--- config.mk ---
export PLATFORM = sky130hd
export DESIGN_NAME = apb_master
export DESIGN_NICKNAME = d
export VERILOG_FILES = /design/src/rtl/apb_pkg.sv /design/src/rtl/apb_master.sv
export SDC_FILE = /design/constraint.sdc
export NUM_CORES = 1
export LEC_CHECK = 0
export BUFFER_PORTS_ARGS = -buffer_cell sky130_fd_sc_hd__buf_2
export CORE_MARGIN = 5
export CORE_UTILIZATION = 35
export CTS_BUF_LIST = sky130_fd_sc_hd__clkbuf_8
export DETAILED_ROUTE_END_ITERATION = 16
export PLACE_DENSITY_LB_ADDON = 0.08
export SYNTH_ARGS = -nofsm -noshare
export SYNTH_HDL_FRONTEND = slang
export SYNTH_SLANG_ARGS = --single-unit
--- constraint.sdc ---
create_clock -name pclk -period 1.75 [get_ports pclk]
set_input_delay 0.175 -clock pclk [delete_from_list [all_inputs] [get_ports pclk]]
set_output_delay 0.175 -clock pclk [all_outputs]
set_load 0.005 [all_outputs]
--- src/rtl/apb_pkg.sv ---
// Shared types and constants for the APB master.
package apb_pkg;

   typedef enum logic [1:0] {
      S_IDLE   = 2'd0,
      S_SETUP  = 2'd1,
      S_ACCESS = 2'd2,
      S_FAULT  = 2'd3
   } apb_state_t;

   localparam int unsigned APB_TIMEOUT_DEFAULT = 255;

   localparam logic [3:0] STB_NONE = 4'b0000;
   localparam logic [3:0] STB_ALL  = 4'b1111;

endpackage

--- src/rtl/apb_master.sv ---
// CPU-to-APB bridge: accepts one request at a time, rejects misaligned
// addresses locally, and aborts APB accesses that exceed TIMEOUT wait cycles.
module apb_master
   import apb_pkg::*;
#(
   parameter int unsigned ADDR_WIDTH = 32,
   parameter int unsigned DATA_WIDTH = 32,
   parameter int unsigned TIMEOUT    = APB_TIMEOUT_DEFAULT
) (
   input  logic                  pclk,
   input  logic                  presetn,
   input  logic                  cpu_req,
   output logic                  cpu_ready,
   input  logic [ADDR_WIDTH-1:0] cpu_addr,
   input  logic [DATA_WIDTH-1:0] cpu_wdata,
   input  logic                  cpu_we,
   input  logic [3:0]            cpu_stb,
   output logic                  cpu_done,
   output logic [DATA_WIDTH-1:0] cpu_rdata,
   output logic                  cpu_err,
   output logic [ADDR_WIDTH-1:0] paddr,
   output logic [DATA_WIDTH-1:0] pdata,
   input  logic [DATA_WIDTH-1:0] prdata,
   output logic                  psel,
   output logic                  penable,
   output logic                  pwrite,
   output logic [3:0]            pstb,
   input  logic                  pready,
   input  logic                  perr
);

   localparam int unsigned      CNT_W    = $clog2(TIMEOUT + 1);
   // Last count value before the counter would reach TIMEOUT.
   localparam logic [CNT_W-1:0] CNT_LAST = CNT_W'(TIMEOUT - 1);

   apb_state_t       state;
   logic [CNT_W-1:0] wait_cnt;

   // Requests are only taken while idle.
   assign cpu_ready = (state == S_IDLE);

   // Transfer sequencing, APB drive registers and CPU completion reporting.
   always_ff @(posedge pclk) begin
      if (!presetn) begin
         state     <= S_IDLE;
         wait_cnt  <= '0;
         psel      <= 1'b0;
         penable   <= 1'b0;
         pwrite    <= 1'b0;
         pstb      <= STB_NONE;
         paddr     <= '0;
         pdata     <= '0;
         cpu_done  <= 1'b0;
         cpu_err   <= 1'b0;
         cpu_rdata <= '0;
      end else begin
         cpu_done <= 1'b0;
         case (state)
            S_IDLE: begin
               if (cpu_req) begin
                  if (cpu_addr[1:0] == 2'b00) begin
                     state    <= S_SETUP;
                     paddr    <= cpu_addr;
                     pdata    <= cpu_wdata;
                     pwrite   <= cpu_we;
                     pstb     <= cpu_we ? cpu_stb : STB_NONE;
                     psel     <= 1'b1;
                     penable  <= 1'b0;
                     wait_cnt <= '0;
                  end else begin
                     // Misaligned: APB bus registers are left untouched.
                     state <= S_FAULT;
                  end
               end
            end
            S_SETUP: begin
               state   <= S_ACCESS;
               penable <= 1'b1;
            end
            S_ACCESS: begin
               if (pready) begin
                  // Completion wins even on the cycle the timeout would fire.
                  state    <= S_IDLE;
                  psel     <= 1'b0;
                  penable  <= 1'b0;
                  cpu_done <= 1'b1;
                  cpu_err  <= perr;
                  if (!pwrite) begin
                     cpu_rdata <= prdata;
                  end
               end else if (wait_cnt == CNT_LAST) begin
                  state    <= S_IDLE;
                  psel     <= 1'b0;
                  penable  <= 1'b0;
                  cpu_done <= 1'b1;
                  cpu_err  <= 1'b1;
                  wait_cnt <= wait_cnt + CNT_W'(1);
               end else begin
                  wait_cnt <= wait_cnt + CNT_W'(1);
               end
            end
            S_FAULT: begin
               state    <= S_IDLE;
               cpu_done <= 1'b1;
               cpu_err  <= 1'b1;
            end
            default: begin
               state <= S_IDLE;
            end
         endcase
      end
   end

endmodule

==> flow_summary.toml, run 1 <==
[synthesis]
async_flop_share = 0
synth_seq_area_share = 0.506
ys_types = 43
syn-cell-area_mm2 = 0.00455
synth_nets = 648
ys_warn_count = 0
postSynthCellCount = 540
synth-edff-count = 0
syn_area_per_cell_um2 = 8.42
ys_seq_elements = 115
ys.flop_type = "dfxtp_1"
synthTopCellsByArea = "dfxtp_1, a21oi_1, o21ai_0"
synthDominantCellAreaShare = 0.506
synth_top_area_cell = "dfxtp_1"

[die]
start_util = 0.359
ios = 212
rows = 41
die_w_um = 124
die-height_um = 124
coreArea_mm2 = 0.0127
die-area_mm2 = 0.0154

[place]
dpl.hpwl_um = 9540
post-place-cells = 883
place_area_mm2 = 0.00575
routabilityCongestion = 0.712
port_buffers = 211

[clock_tree]
clock_sinks = 115
cts_tree = "built"
path_clk_slew_ns = 0.06
cts_setup_buffers = 0
root_buffer = "clkbuf_8"
h-tree-depth = 4
cts_buffers = 17
cts_max_path_buffers = 2
clkLatencyLatePin_ns = 0.42

[sta]
finalCriticalPeriod_ns = 1.55
worst_clock_skew_ns = 0.00580
finalSetupViolCount = 0
tightestPinTransition_ns = 0.578
hold_slack_ns = 0.0353
hold_violations = 0
max_freq_mhz = 643
fin_setup_tns_ns = 0
relSlewSlack = 0.615
drv_slew = 0
min_period_over_period = 0.889
rsz0062_at_grt = "no"

[pwr]
ir_drop_mv = 0.408
p_total_uw = 6020
power_density_mw_per_mm2 = 848
leakage_uw = 0.00305

[job]
drv_cap = 0

[status]
status = "completed"

[layout]
stdcell_count = 1010
drive_gt1_frac = 0.319
diodes = 0
fill_cells = 1173
finalInstanceArea_mm2 = 0.00710
area_delta_synth_final_pct = 56.3
mostFrequentLayoutCell = "buf_2"
layout.nets = 934
mostFrequentLayoutCells = "buf_2, dfxtp_1, a21oi_1"

[worst_setup_path]
cp-start-kind = "flop"
reg2reg_from = "state[1]$_SDFFE_PN0P_"
cp_max_fo = 8
crit_required_ns = 2.10
path_class = "flop to flop"
arrival_ns = 1.91
crit_chain = "or4b_4 -> a2111oi_4 -> mux2i_1"
crit_slowest_cell = "or4b_4"
worstSetupStartpoint = "state[1]$_SDFFE_PN0P_"
end_kind = "flop"
cpPeakStageDelay_ns = 0.61

[route]
dr.pass1.iters = 6
ant_nets = 0
wl_per_cell_um = 15.0
wl_um = 15100
vias_per_cell = 4.98
drt_iter0_drc = 292
route.detailed.drc = 0
vias = 5034

[grt]
grt_start_max_net_pins = 59
grt_use_total = 0.191
grt_pass1_wl_um = 23300
overflow = 0
grt_pass1_vias = 4915
antenna_found_initial = 0

[min_path]
hold_path_class = "input port to flop"
worstHoldStart = "prdata[11]"
==> final cells by class <==
type	count	area (µm²)	area share
Multi-Input combinational cell	366	1980	0.278
Tap cell	172	215	0.0303
Timing Repair Buffer	323	2200	0.310
Sequential cell	115	2300	0.324
Inverter	3	12.5	0.00176
Clock inverter	6	51.3	0.00722
Clock buffer	25	344	0.0484
==> power breakdown <==
part / internal, µW / switching [µW] / total (µW)
logic: 426 / 442 / 868
clock network: 1400 / 1000 / 2400
registers: 2710 / 44.0 / 2750
total: 4540 / 1490 / 6020
==> registers in the layout, summed over array words and instances, names as in the netlist <==
signal / cells
pdata: 32
wait_cnt: 8
state: 2
penable: 1
cpu_rdata: 32
cpu_done: 1
paddr: 32
pstb: 4
pwrite: 1
psel: 1
cpu_err: 1
==> cells by family (layout without fill, tap and decap cells) <==
family | after synthesis | after routing | synth area share
fa+ha+maj | 2 | 2 | 0.00550
simple gates | 160 | 160 | 0.170
buf+inv | 59 | 357 | 0.0647
compound gates | 197 | 197 | 0.238
flops | 115 | 115 | 0.506
mux | 7 | 7 | 0.0154
==> timing repair <==
| action | in CTS | in global routing |
|---|---|---|
| gates resized for setup | 0 | 0 |
| hold buffers | 96 | 0 |
| endpoints found under the hold margin | 96 | 0 |
==> layer usage <==
metal | vias to the layer above | global-route usage | part of all wire
met5 | - | 0 | 0
met4 | 0 | 0.0794 | 0.018
met3 | 23 | 0.0559 | 0.074
met2 | 186 | 0.334 | 0.49
met1 | 2349 | 0.217 | 0.42
li1 | 2476 | - | -
==> final timing paths <==
path	endpoint	slack [ns]	cells after the start
max	wait_cnt[6]$_SDFFE_PN0P_	0.20	3
min	cpu_rdata[11]$_SDFFE_PN0P_	0.04	3
min reg2reg	cpu_rdata[2]$_SDFFE_PN0P_	0.45	2
max reg2reg	wait_cnt[6]$_SDFFE_PN0P_	0.20	3
==> metrics by stage <==
step	setup slack [ns]	util
after floorplan	0.240	-
after global placement	0.229	0.454
after detailed placement	0.220	0.454
after CTS	0.204	0.561
after global routing	0.0566	0.561
final	0.195	0.561
==> cells in the mapped netlist, types with 3 or more instances <==
library cell,number
buf_6,3
clkbuf_1,35
o21ai_0,70
o211ai_1,8
a211o_1,5
a21oi_1,102
dfxtp_1,115
nand3_1,64
mux2i_1,7
nand2_1,71
buf_2,12
nand4_1,6
a211oi_1,4
nor2_1,3
==> worst max-delay path, delay by kind of cell (launching register included) <==
family | cells | cell delay, ns
mux | 1 | 0.21
flops | 1 | 0.33
compound gates | 1 | 0.34
simple gates | 1 | 0.61
Power figures use the tool's default switching activity.
==> run 2: changes to the inputs <==
--- a/config.mk
+++ b/config.mk
@@ -6,6 +6,7 @@
 export NUM_CORES = 1
 export LEC_CHECK = 0
 export BUFFER_PORTS_ARGS = -buffer_cell sky130_fd_sc_hd__buf_2
+export CORE_ASPECT_RATIO = 1.25
 export CORE_MARGIN = 5
 export CORE_UTILIZATION = 35
 export CTS_BUF_LIST = sky130_fd_sc_hd__clkbuf_8
==> run 2 against run 1 <==
Effect of this change: non-clock buffer count grew 1; sequential share of layout area grew 0.17 points; first-iteration DRC count grew 27%; design area shrank 0.53%; largest power group unchanged; highest routed layer unchanged.
==> flow_summary.toml, run 2 (synthesized netlist as in run 1, its figures left out) <==
[status]
status = "completed"

[pwr]
leakage_uw = 0.00302
ir_drop_mv = 0.386
power_density_mw_per_mm2 = 885
p_total_uw = 6260

[place]
dpl.hpwl_um = 9700
routabilityCongestion = 0.775
port_buffers = 211
place_area_mm2 = 0.00570

[layout]
mostFrequentLayoutCell = "buf_2"
drive_gt1_frac = 0.324
area_delta_synth_final_pct = 55.4
fin_util = 0.555
fill_cells = 1140
finalInstanceArea_mm2 = 0.00707
diodes = 0
layout.nets = 935
mostFrequentLayoutCells = "buf_2, dfxtp_1, a21oi_1"
reg_top3 = "cpu_rdata (32), paddr (32), pdata (32)"

[worst_setup_path]
cp-start-kind = "flop"
cp_max_fo = 27
crit_slowest_cell = "or3b_2"
worstSetupStartpoint = "state[1]$_SDFFE_PN0P_"
cpPeakStageDelay_ns = 0.57
reg2reg_from = "state[1]$_SDFFE_PN0P_"
end_kind = "flop"
path_class = "flop to flop"
crit_chain = "or3b_2 -> buf_4 -> o21ai_0 -> a21oi_1"
path_buf_inv = 1
arrival_ns = 1.87
path_delay_family = "simple AND/OR/NAND/NOR gates"
crit_required_ns = 2.05

[sta]
max_freq_mhz = 639
tightestPinTransition_ns = 0.504
min_period_over_period = 0.894
hold_slack_ns = 0.0281
relSlewSlack = 0.664
rsz0062_at_grt = "no"
fin_setup_tns_ns = 0
finalSetupViolCount = 0
finalCriticalPeriod_ns = 1.57
hold_violations = 0
worst_clock_skew_ns = 0.00977
drv_slew = 0

[route]
wl_per_cell_um = 15.1
route.detailed.drc = 0
vias = 5101
ant_nets = 0
wl_um = 15200
vias_per_cell = 5.07
dr.pass1.iters = 6
drt_iter0_drc = 370

[die]
ios = 212
die-height_um = 137
rows = 46
coreArea_mm2 = 0.0127
start_util = 0.357
die_w_um = 112
die-area_mm2 = 0.0154

[clock_tree]
cts_buffers = 17
path_clk_slew_ns = 0.07
cts_setup_buffers = 0
clock_sinks = 115
cts_tree = "built"
clkLatencyLatePin_ns = 0.42
h-tree-depth = 4
cts_max_path_buffers = 2
root_buffer = "clkbuf_8"

[grt]
busiest_layer = "met2"
grt_pass1_vias = 4994
grt_use_total = 0.194
met2_usage = 0.333
antenna_found_initial = 0
grt_util_met3 = 0.0615
grt_start_max_net_pins = 48
overflow = 0
grt_pass1_wl_um = 24600
grt.met1_usage = 0.235

[min_path]
hold_path_class = "input port to flop"
worstHoldStart = "cpu_addr[17]"

[job]
drv_cap = 0
==> run 2: layer usage <==
layer	routed length [µm]	vias to the layer above	share of wire
met5	0	-	0
li1	-	2483	-
met3	1200	14	0.079
met2	7580	199	0.50
met1	6260	2405	0.41
met4	165	0	0.011
==> run 2: where the power goes <==
group | leakage (µW) | switching (µW) | internal, µW
combinational | 0.00188 | 444 | 411
clock | 0.000201 | 1110 | 1540
sequential | 0.000932 | 43.0 | 2710
total | 0.00302 | 1600 | 4650
==> run 2: worst register-to-register path, stage by stage, from the launching register on <==
cell     delay (ns)
dfxtp_1        0.32
or3b_2         0.57
buf_4          0.26
o21ai_0        0.21
a21oi_1        0.09
==> run 2: repair_timing <==
item | CTS | global route
hold buffers | 94 | 0
hold endpoints to repair | 94 | 0
resized for setup | 0 | 0
==> run 2: metrics by stage <==
stage | setup slack [ns] | cells
4_1_cts | 0.189 | 1007
5_1_grt | 0.0972 | 1007
2_1_floorplan | 0.240 | 540
3_5_place_dp | 0.204 | 882
6_report | 0.185 | 1007
3_3_place_gp | 0.218 | 882
==> run 2: cell type report <==
class                           count  area, µm²  area share
Inverter                            3       12.5     0.00177
Tap cell                          168        210      0.0298
Timing Repair Buffer              324       2140       0.303
Multi-Input combinational cell    366       1980       0.280
Clock buffer                       17        234      0.0331
Sequential cell                   115       2300       0.326
Clock inverter                     14        189      0.0267
==> run 2: final timing paths <==
kind,cells after the start,slack (ns),to
worst max register to register,4,0.18,paddr[20]$_SDFFE_PN0P_
worst max-delay path,4,0.18,paddr[20]$_SDFFE_PN0P_
worst min-delay path,3,0.03,paddr[17]$_SDFFE_PN0P_
worst min register to register,2,0.45,cpu_rdata[10]$_SDFFE_PN0P_
